<file path="src/rtl/imem_loader_pkg.sv">
// Shared types and constants for the instruction-memory program loader.
package imem_loader_pkg;

    // Loader FSM states
    typedef enum logic [2:0] {
        LEN_LO,
        LEN_HI,
        DATA,
        CSUM,
        RUN,
        ERR
    } state_e;

    localparam logic [7:0]  CSUM_SEED      = 8'h00;
    localparam int unsigned BYTES_PER_WORD = 4;
    localparam int unsigned LANE_W         = $clog2(BYTES_PER_WORD);
    localparam int unsigned SHIFT_W        = 8 * (BYTES_PER_WORD - 1);

endpackage

</file>
<file path="src/rtl/imem_word_packer.sv">
// Assembles little-endian 32-bit words from a byte stream. The first byte of a
// word lands in bits [7:0]. The completed word is registered together with a
// one-cycle word_valid pulse in the cycle after the fourth byte is accepted.
module imem_word_packer
    import imem_loader_pkg::*;
(
    input  logic        clk,
    input  logic        rst,
    input  logic        clear,
    input  logic        byte_en,
    input  logic [7:0]  byte_in,
    output logic        lane_last,
    output logic [31:0] word,
    output logic        word_valid
);

    logic [LANE_W-1:0]  lane_q;
    logic [SHIFT_W-1:0] shreg_q;
    logic [31:0]        word_q;
    logic               valid_q;

    // Current byte is the last lane of a word
    always_comb begin
        lane_last = (lane_q == LANE_W'(BYTES_PER_WORD - 1));
    end

    // Lane counter, shift register and registered word output
    always_ff @(posedge clk or posedge rst) begin
        if (rst) begin
            lane_q  <= '0;
            shreg_q <= '0;
            word_q  <= '0;
            valid_q <= 1'b0;
        end else begin
            valid_q <= 1'b0;
            if (clear) begin
                lane_q  <= '0;
                shreg_q <= '0;
            end else if (byte_en) begin
                if (lane_last) begin
                    word_q  <= {byte_in, shreg_q};
                    valid_q <= 1'b1;
                    lane_q  <= '0;
                end else begin
                    // Shift right so earlier bytes end up in the low lanes
                    shreg_q <= {byte_in, shreg_q[SHIFT_W-1:8]};
                    lane_q  <= lane_q + LANE_W'(1);
                end
            end
        end
    end

    assign word       = word_q;
    assign word_valid = valid_q;

endmodule

</file>
<file path="src/rtl/imem_loader.sv">
// Framed byte-stream program loader. Parses LEN_LO, LEN_HI, 4*N payload bytes
// and an XOR checksum byte, writes each assembled word to consecutive
// instruction-memory addresses, and releases the core only after the
// checksum matches.
module imem_loader
    import imem_loader_pkg::*;
#(
    parameter int unsigned ADDR_W = 10,
    parameter int unsigned DEPTH  = 1024
) (
    input  logic              clk,
    input  logic              rst,
    input  logic              byte_valid,
    input  logic [7:0]        byte_data,
    output logic              byte_ready,
    input  logic              restart,
    output logic              imem_we,
    output logic [ADDR_W-1:0] imem_addr,
    output logic [31:0]       imem_wdata,
    output logic              core_run,
    output logic              done,
    output logic              error,
    output logic [15:0]       word_count
);

    state_e            state_q, state_d;
    logic [15:0]       len_q, len_d;
    logic [7:0]        csum_q, csum_d;
    logic [15:0]       count_q, count_d;
    logic [ADDR_W-1:0] addr_q, addr_d;

    logic        xfer;
    logic        pk_en;
    logic        pk_clear;
    logic        pk_last;
    logic [31:0] pk_word;
    logic        pk_valid;

    // Byte handshake and status decoded straight from the state register
    always_comb begin
        byte_ready = (state_q == LEN_LO) || (state_q == LEN_HI) ||
                     (state_q == DATA)   || (state_q == CSUM);
        xfer       = byte_valid && byte_ready;
        pk_en      = xfer && (state_q == DATA);
        core_run   = (state_q == RUN);
        done       = (state_q == RUN);
        error      = (state_q == ERR);
    end

    imem_word_packer u_packer (
        .clk        (clk),
        .rst        (rst),
        .clear      (pk_clear),
        .byte_en    (pk_en),
        .byte_in    (byte_data),
        .lane_last  (pk_last),
        .word       (pk_word),
        .word_valid (pk_valid)
    );

    // Next-state logic: frame parsing, word counting, running checksum
    always_comb begin
        state_d  = state_q;
        len_d    = len_q;
        csum_d   = csum_q;
        count_d  = count_q;
        addr_d   = addr_q;
        pk_clear = 1'b0;

        unique case (state_q)
            LEN_LO: begin
                if (xfer) begin
                    len_d   = {8'h00, byte_data};
                    csum_d  = csum_q ^ byte_data;
                    state_d = LEN_HI;
                end
            end
            LEN_HI: begin
                if (xfer) begin
                    len_d  = {byte_data, len_q[7:0]};
                    csum_d = csum_q ^ byte_data;
                    if (32'(len_d) > DEPTH) begin
                        state_d = ERR;
                    end else if (len_d == 16'd0) begin
                        state_d = CSUM;
                    end else begin
                        state_d = DATA;
                    end
                end
            end
            DATA: begin
                if (xfer) begin
                    csum_d = csum_q ^ byte_data;
                    if (pk_last) begin
                        // Address latched alongside the packer's word register
                        addr_d  = count_q[ADDR_W-1:0];
                        count_d = count_q + 16'd1;
                        if (count_q == len_q - 16'd1) begin
                            state_d = CSUM;
                        end
                    end
                end
            end
            CSUM: begin
                if (xfer) begin
                    state_d = (byte_data == csum_q) ? RUN : ERR;
                end
            end
            RUN, ERR: begin
                if (restart) begin
                    state_d  = LEN_LO;
                    len_d    = 16'd0;
                    csum_d   = CSUM_SEED;
                    count_d  = 16'd0;
                    pk_clear = 1'b1;
                end
            end
            default: begin
                state_d = LEN_LO;
            end
        endcase
    end

    // State and datapath registers
    always_ff @(posedge clk or posedge rst) begin
        if (rst) begin
            state_q <= LEN_LO;
            len_q   <= 16'd0;
            csum_q  <= CSUM_SEED;
            count_q <= 16'd0;
            addr_q  <= '0;
        end else begin
            state_q <= state_d;
            len_q   <= len_d;
            csum_q  <= csum_d;
            count_q <= count_d;
            addr_q  <= addr_d;
        end
    end

    assign imem_we    = pk_valid;
    assign imem_addr  = addr_q;
    assign imem_wdata = pk_word;
    assign word_count = count_q;

endmodule
</file>
<file path="config.mk">
export PLATFORM = sky130hd
export DESIGN_NAME = imem_loader
export DESIGN_NICKNAME = d
export VERILOG_FILES = /design/src/rtl/imem_loader_pkg.sv /design/src/rtl/imem_word_packer.sv /design/src/rtl/imem_loader.sv
export SDC_FILE = /design/constraint.sdc
export NUM_CORES = 1
export LEC_CHECK = 0
export BUFFER_PORTS_ARGS = -buffer_cell sky130_fd_sc_hd__clkbuf_2
export CAP_MARGIN = 30
export CORE_MARGIN = 2
export CORE_UTILIZATION = 50
export CTS_CLUSTER_DIAMETER = 30
export CTS_CLUSTER_SIZE = 40
export DETAILED_ROUTE_END_ITERATION = 8
export PLACE_DENSITY = 0.69
export SLEW_MARGIN = 25
export SYNTH_ARGS = -nofsm -noshare
export SYNTH_HDL_FRONTEND = slang
export SYNTH_SLANG_ARGS = --single-unit
</file>
<file path="constraint.sdc">
create_clock -name clk -period 10.3 [get_ports clk]
set_clock_uncertainty 0.05 [all_clocks]
set_input_delay 2.06 -clock clk [delete_from_list [all_inputs] [get_ports clk]]
set_output_delay 2.06 -clock clk [all_outputs]
set_load 0.05 [all_outputs]
</file>
-- Word level (Yosys, flattened, before mapping)
Index checks and enable logic that the tools add are counted.
- bitwise operators: 3
- reduce and logical (&&, ||, !) cells: 22
- add/sub/neg operators: 3
- $lt $le $gt $ge: 1
- equal/unequal tests: 17
- multiplexer cells: 32
- operators with widths (cell ; count):
    $mux 16 ; 5
    $mux 24 ; 3
    $pmux 16 s3 ; 1
    $pmux 16 s2 ; 1
    $mux 3 ; 8
    $add 16x1->16 const B ; 1
    $eq 16x16->1 ; 1
    $gt 16x11->1 const B ; 1
    $logic_not 16->1 ; 1
    $mux 8 ; 2
    $pmux 8 s2 ; 1
    $sub 16x1->16 const B ; 1
    $pmux 3 s5 ; 1
    $ne 2x2->1 const B ; 7
    $reduce_and 4->1 ; 3
    $reduce_and 3->1 ; 3
    $eq 8x8->1 ; 1
    $reduce_bool 2->1 ; 4
    $xor 8x8->8 ; 1
    $mux 1 ; 7
    $reduce_and 7->1 ; 1
    $eq 3x2->1 const B ; 2
    $eq 3x3->1 const B ; 2
    $mux 2 ; 3
    12 further kinds ; 17
- output and inout bits: 63
- input bits: 12
- register bits: 112

-- Logic depth before layout (Yosys ltp)
Gate-level depths: netlist of the first run.
- word-level depth: 8
- depth in mapped cells: 9
- depth with buffers taken out: 8

-- Hierarchy
A second synthesis of the first run with hierarchy kept.
- cell total of the unflattened synthesis: 544
- area, all modules: 5491.5 sq um
- by module, submodules not included (module ; cells each ; instances ; area each (sq um)):
    imem_loader ; 359 ; 1 ; 3051.7
    imem_word_packer ; 185 ; 1 ; 2439.8

-- Least setup slack after synthesis of the first run
No wires, ideal clock.
- kind: reg-to-output
- from: register state_q[1]
- to: output port done
- data arrival time: 1670 ps
- slack: 6520 ps
- cell stages (with the launch flop): 5
- cell sequence: dfrtp_1 -> buf_2 -> nand2b_1 -> nor2_1 -> buf_4
- word-level cells in the longest chain between the ends: 1
- ends and longest elaborated chain (what ; RTL line ; RTL):
    start, declared ; imem_loader.sv:26 ; state_e state_q, state_d;
    start signal, assigned ; imem_loader.sv:133 ; state_q <= state_d;
    $eq 3x3->1 ; n/a ;
    end, declared ; imem_loader.sv:21 ; output logic done,
Every way passes these cells.

-- Worst setup path in the final report of the first run
- from: register state_q[2]
- to: output port error
- word-level cells in the longest chain between the ends: 1
- ends and longest elaborated chain (what ; RTL line ; RTL):
    $eq 3x3->1 ; imem_loader.sv:47 ; error = (state_q == ERR);
    end, declared ; imem_loader.sv:22 ; output logic error,
Every way passes these cells.

==> qor.csv, run 1 <==
metric,value,unit
status,"finished, final reports clean",
whs,0.430,ns
yosys.area_share.xor_xnor,6.04,%
holdCritPathClass,reg -> reg,
dieArea,11900,sq um
cts_root_buf,clkbuf_8,
period_share,40.0,%
fill_cells,1022,
cp_num_buf_inv,1,
placed_cell_area,5880,sq um
routed_wl,13100,um
finalSetupTns,0,ns
overflow,0,
worstSkewPairLatency,0.39,ns
critPathMaxFanout,10,
cp_top_family,simple AND/OR/NAND/NOR gates,
synth.yosys.seq_area_share,50.8,%
setup_viol,0,
antenna_found_initial,0,
synth_ff_type,dfrtp_1,
total_power,0.00136,W
dp_hpwl,8980,um
port_buffers,74,
drv_slew,0,
synth.avg_cell_area,8.54,sq um
maxSlewHeadroom,38.1,%
worstMarginPinSlew,0.928,ns
cts_num_sinks,112,
max_freq,243,MHz
critPathLaunch,state_q[2],
io_pins,75,
nets,708,
yosysWarnings,0,
ir_drop,102,uV
hp-start,u_packer.word[10],
grt_pass1_vias,4463,
syn_nets,662,
synth-compound-area-share,11.7,%
rows,38,
ys_types,51,
clock_path_buffers,2,
cts_buffers,9,
cts_setup_buffers,0,
period_needed,4.12,ns
path_cells,"nor2b_1, and2_1, clkbuf_2",
dr.pass1.iters,5,
die_width,109,um
powerDensity,223,nW/um^2
drive_gt1_share,15.9,%
r2r_start,state_q[2],
wl_per_cell,15.7,um
synth_top_area_share,50.8,%
design_area,6110,sq um
h-tree-depth,3,
die_h,109,um
syn_inst,646,
ys_async_sr_fraction,100,%
synth_top_family_by_area,simple AND/OR/NAND/NOR gates,
grt_max_degree,58,
n_antenna_cell,0,
critPathLaunchType,flop,
ctsResizeCount,0,
tritoncts,built,
syn_area,5510,sq um
synth_top_cell_by_area,dfrtp_1,
drv_cap,0,
p_leak,3.00,nW
slowest_delay,0.61,ns
synth.area.top_cells,"dfrtp_1 (51%), nand2_1 (13%), a21oi_1 (4.6%), nand3_1 (4.0%), o21ai_0 (3.9%)",
slowest_stage,nor2b_1,
via_per_inst,5.48,
syn_to_final_growth,10.8,%
vias,4588,
synthMuxAreaShare,0.204,%
hold_viol,0,
antenna_left,0,
cts.clk_slew.worst_paths,0.11,ns
drcViolationCount,0,
rsz0062_at_grt,no,
ys_ff_latch,112,
critPathCaptureType,output port,
grt_usage,23.7,%
core,10800,sq um
place_congestion,0.837,
arrival,2.01,ns
cts_hold_buf,0,
grt_pass1_wl,22000,um
crit_type,reg -> out,
drtIter0Drc,255,
crit_required,8.19,ns
synth_enable_flop_cells,0,
synth-simple-area-share,25.3,%
start_util,51.1,%
yosys.area_share.adder,0.908,%
-- synth_stat cells (3+ instances only) --
| cell | number |
|---|---|
| nand4_1 | 4 |
| nor4_1 | 4 |
| buf_1 | 3 |
| o21ai_0 | 43 |
| xor2_1 | 19 |
| xnor2_1 | 19 |
| nor2_1 | 28 |
| and3_1 | 3 |
| or3_1 | 5 |
| clkbuf_1 | 33 |
| a21oi_1 | 51 |
| nand3_1 | 44 |
| dfrtp_1 | 112 |
| inv_1 | 16 |
| nor3_1 | 7 |
| buf_2 | 5 |
| buf_6 | 3 |
| o211ai_1 | 3 |
| ha_1 | 4 |
| nand2_1 | 196 |
| a31oi_1 | 4 |
-- cells by family after synthesis --
kind of cell | after synthesis
mux | 1
simple gates | 311
compound gates | 117
fa+ha+maj | 4
xor+xnor | 38
buf+inv | 63
flops | 112
-- flip-flops by register name, summed over array words and instances, names as in the netlist --
signal               cells
imem_addr               10
csum_q                   8
word_count              16
u_packer.word_valid      1
u_packer.shreg_q        24
u_packer.lane_q          2
state_q                  3
len_q                   16
u_packer.word           32
-- final timing paths --
kind / slack (ns) / end / depth (start not counted)
min reg2reg: 0.43 / u_packer.word[10] / 2
min in group asynchronous: 1.72 / imem_addr[7] / 2
max reg2reg: 7.51 / word_count[11] / 6
max: 6.18 / error / 3
min: 0.43 / u_packer.word[10] / 2
max in group asynchronous: 7.30 / csum_q[1] / 3
-- final cells by class --
| class | instances | area [sq um] | area share [%] |
|---|---|---|---|
| tap | 140 | 175 | 2.87 |
| clock buffer | 9 | 124 | 2.03 |
| timing repair buffer | 81 | 432 | 7.06 |
| sequential | 112 | 2800 | 45.9 |
| multi-input combinational | 471 | 2430 | 39.8 |
| clock inverter | 7 | 77.6 | 1.27 |
| inverter | 17 | 66.3 | 1.08 |
-- metrics by stage --
| step | worst slack [ns] | util, % | instances |
|---|---|---|---|
| 3_5_place_dp | 6.01 | 54.5 | 818 |
| 4_1_cts | 6.19 | 56.3 | 834 |
| 6_report | 6.18 | 56.6 | 837 |
| 5_1_grt | 6.09 | 56.6 | 837 |
| 3_3_place_gp | 6.08 | 54.4 | 817 |
| 2_1_floorplan | 5.23 | - | 646 |
-- worst reg2reg max path: stages, from the launching register on --
cell and delay, ns:
dfrtp_1 0.52, nor2b_1 0.61, nand2_1 0.38, buf_8 0.26, a211o_1 0.39, or3_1 0.33, a21oi_1 0.17
-- power by group --
part | internal, W | leakage (nW) | switching, W
Sequential | 0.000488 | 1.54 | 0.0000796
Clock | 0.0000955 | 0.0975 | 0.000166
Combinational | 0.000212 | 1.36 | 0.000321
-- cells in the final DEF (no fill, tap or decap), types with 5 or more instances in the layout --
master and count:
nand2_1 196, dfrtp_1 112, clkbuf_2 74, a21oi_1 51, nand3_1 44, o21ai_0 43, nor2_1 27, xnor2_1 19
xor2_1 19, inv_1 15, clkbuf_8 9, nor3_1 7, or3_1 5
-- routing by layer --
layer / share of wire [%] / up-vias / global-route usage (%)
met4: 1.3 / 0 / 7.88
met5: 0 / - / 0
met2: 48 / 113 / 37.9
met1: 46 / 2223 / 32.9
li1: - / 2238 / -
met3: 4.2 / 14 / 3.89
Note: power is estimated with default switching activity, not from simulation.
==> run 2: changes to the inputs <==
==> constraint.sdc (replaced) <==
create_clock -name clk -period 4 [get_ports clk]
set_clock_uncertainty 0.05 [all_clocks]
set_input_delay 0.8 -clock clk [delete_from_list [all_inputs] [get_ports clk]]
set_output_delay 0.8 -clock clk [all_outputs]
set_load 0.05 [all_outputs]
==> run 2 against run 1 <==
Compared with the run above:
- clock power rose by 140%
- total power rose to 2.6 times the previous value
- routed wire length rose by 2.2%
- combinational power rose to 2.6 times the previous value
- critical endpoint unchanged
- highest routed layer unchanged
==> qor.csv, run 2 (synthesis gave the netlist of run 1 again) <==
metric,value,unit
status,"finished, final reports clean",
finalSetupTns,0,ns
mostFrequentLayoutCells,"nand2_1 (196), dfrtp_1 (112), clkbuf_2 (74), a21oi_1 (51), nand3_1 (44)",
dp_hpwl,9220,um
regArea,2800,sq um
nets,709,
crit_type,reg -> out,
grt_max_degree,77,
die_h,109,um
start_util,51.1,%
cts_root_buf,clkbuf_8,
dr.pass1.iters,5,
critPathLaunchType,flop,
worstMarginPinSlew,0.966,ns
vias,4661,
holdCritPathClass,in -> async,
switching_share,41.4,%
critPathCaptureType,output port,
period_needed,2.95,ns
arrival,2.10,ns
multi_input_area,2430,sq um
grt_usage,23.9,%
antenna_found_initial,0,
cts_buffers,9,
h-tree-depth,3,
maxSlewHeadroom,35.6,%
dieArea,11900,sq um
crit_required,3.15,ns
drive_gt1_share,15.8,%
p_seq_share,41.8,%
rows,38,
wl_per_cell,16.0,um
place_congestion,0.891,
clock_path_buffers,2,
design_area,6100,sq um
p_comb_share,39.9,%
n_antenna_cell,0,
drv_slew,0,
ir_drop,263,uV
max_freq,339,MHz
worstSkewPairLatency,0.38,ns
drtIter0Drc,373,
ctsResizeCount,0,
syn_to_final_growth,10.6,%
tritoncts,built,
clockPowerShare,18.3,%
fill_cells,995,
antenna_left,0,
core,10800,sq um
port_buffers,74,
grt_pass1_wl,22200,um
critPathMaxFanout,10,
layout_commonest_cell,nand2_1,
grt_pass1_vias,4432,
drcViolationCount,0,
routed_wl,13400,um
setup_viol,0,
largest_reg_flops,32,
overflow,0,
via_per_inst,5.57,
drv_cap,0,
cts.clk_slew.worst_paths,0.11,ns
die_width,109,um
powerDensity,573,nW/um^2
power_switching,0.00144,W
cts_setup_buffers,0,
period_share,73.8,%
io_pins,75,
cts_hold_buf,0,
hold_viol,0,
p_leak,3.00,nW
rsz0062_at_grt,no,
cts_num_sinks,112,
p_int,0.00205,W
placed_cell_area,5910,sq um
## run 2: layout make-up
cell class              count  area share [%]
flip-flops and latches    112            46.0
clock buffers              10            2.26
clock inverters             5           0.677
repair buffers             82            7.26
inverters                  17            1.09
multi-input cells         471            39.9
well taps                 140            2.87
## run 2: critical path, stage by stage, from the launching register on
cell,delay [ns]
dfrtp_1,0.50
nor2b_1,0.72
and2_1,0.22
clkbuf_2,0.27
## run 2: worst paths after layout
kind	slack (ns)	startpoint	end	cells past startpoint
max in group asynchronous	2.78	rst	len_q[15]	3
worst max-delay path	1.05	state_q[2]	error	3
worst min-delay path	0.37	rst	imem_addr[9]	2
worst min register to register	0.43	u_packer.word[11]	u_packer.word[11]	2
worst max register to register	1.43	state_q[2]	word_count[15]	5
min in group clk	0.43	u_packer.word[11]	u_packer.word[11]	2
## run 2: power by group through the flow
stage / Clock (W) / Sequential, W / Combinational (W)
finish: 0.000640 / 0.00146 / 0.00139
global route: 0.000694 / 0.00148 / 0.00155
CTS: 0.000657 / 0.00146 / 0.00138
detailed placement: 0 / 0.00148 / 0.00137
global placement: 0 / 0.00147 / 0.00134
floorplan: 0 / 0.00139 / 0.00122
## run 2: metrics by stage
stage               setup slack (ns)  cells  hold WS (ns)  utilization (%)  power, W
finish                          1.05    837         0.371             56.5   0.00349
floorplan                      0.191    646         0.389                -   0.00261
global route                   0.997    837         0.411             56.5   0.00373
CTS                             1.08    836         0.379             56.4   0.00350
global placement                1.45    821         0.405             54.8   0.00282
detailed placement              1.40    821         0.405             54.8   0.00285
## run 2: per-layer routing
metal	vias up	part of all wire [%]	GRT usage, %
met5	-	0	0
met4	0	2.0	8.33
met3	25	5.3	3.35
met2	148	48	39.0
met1	2252	45	32.9
li1	2236	-	-
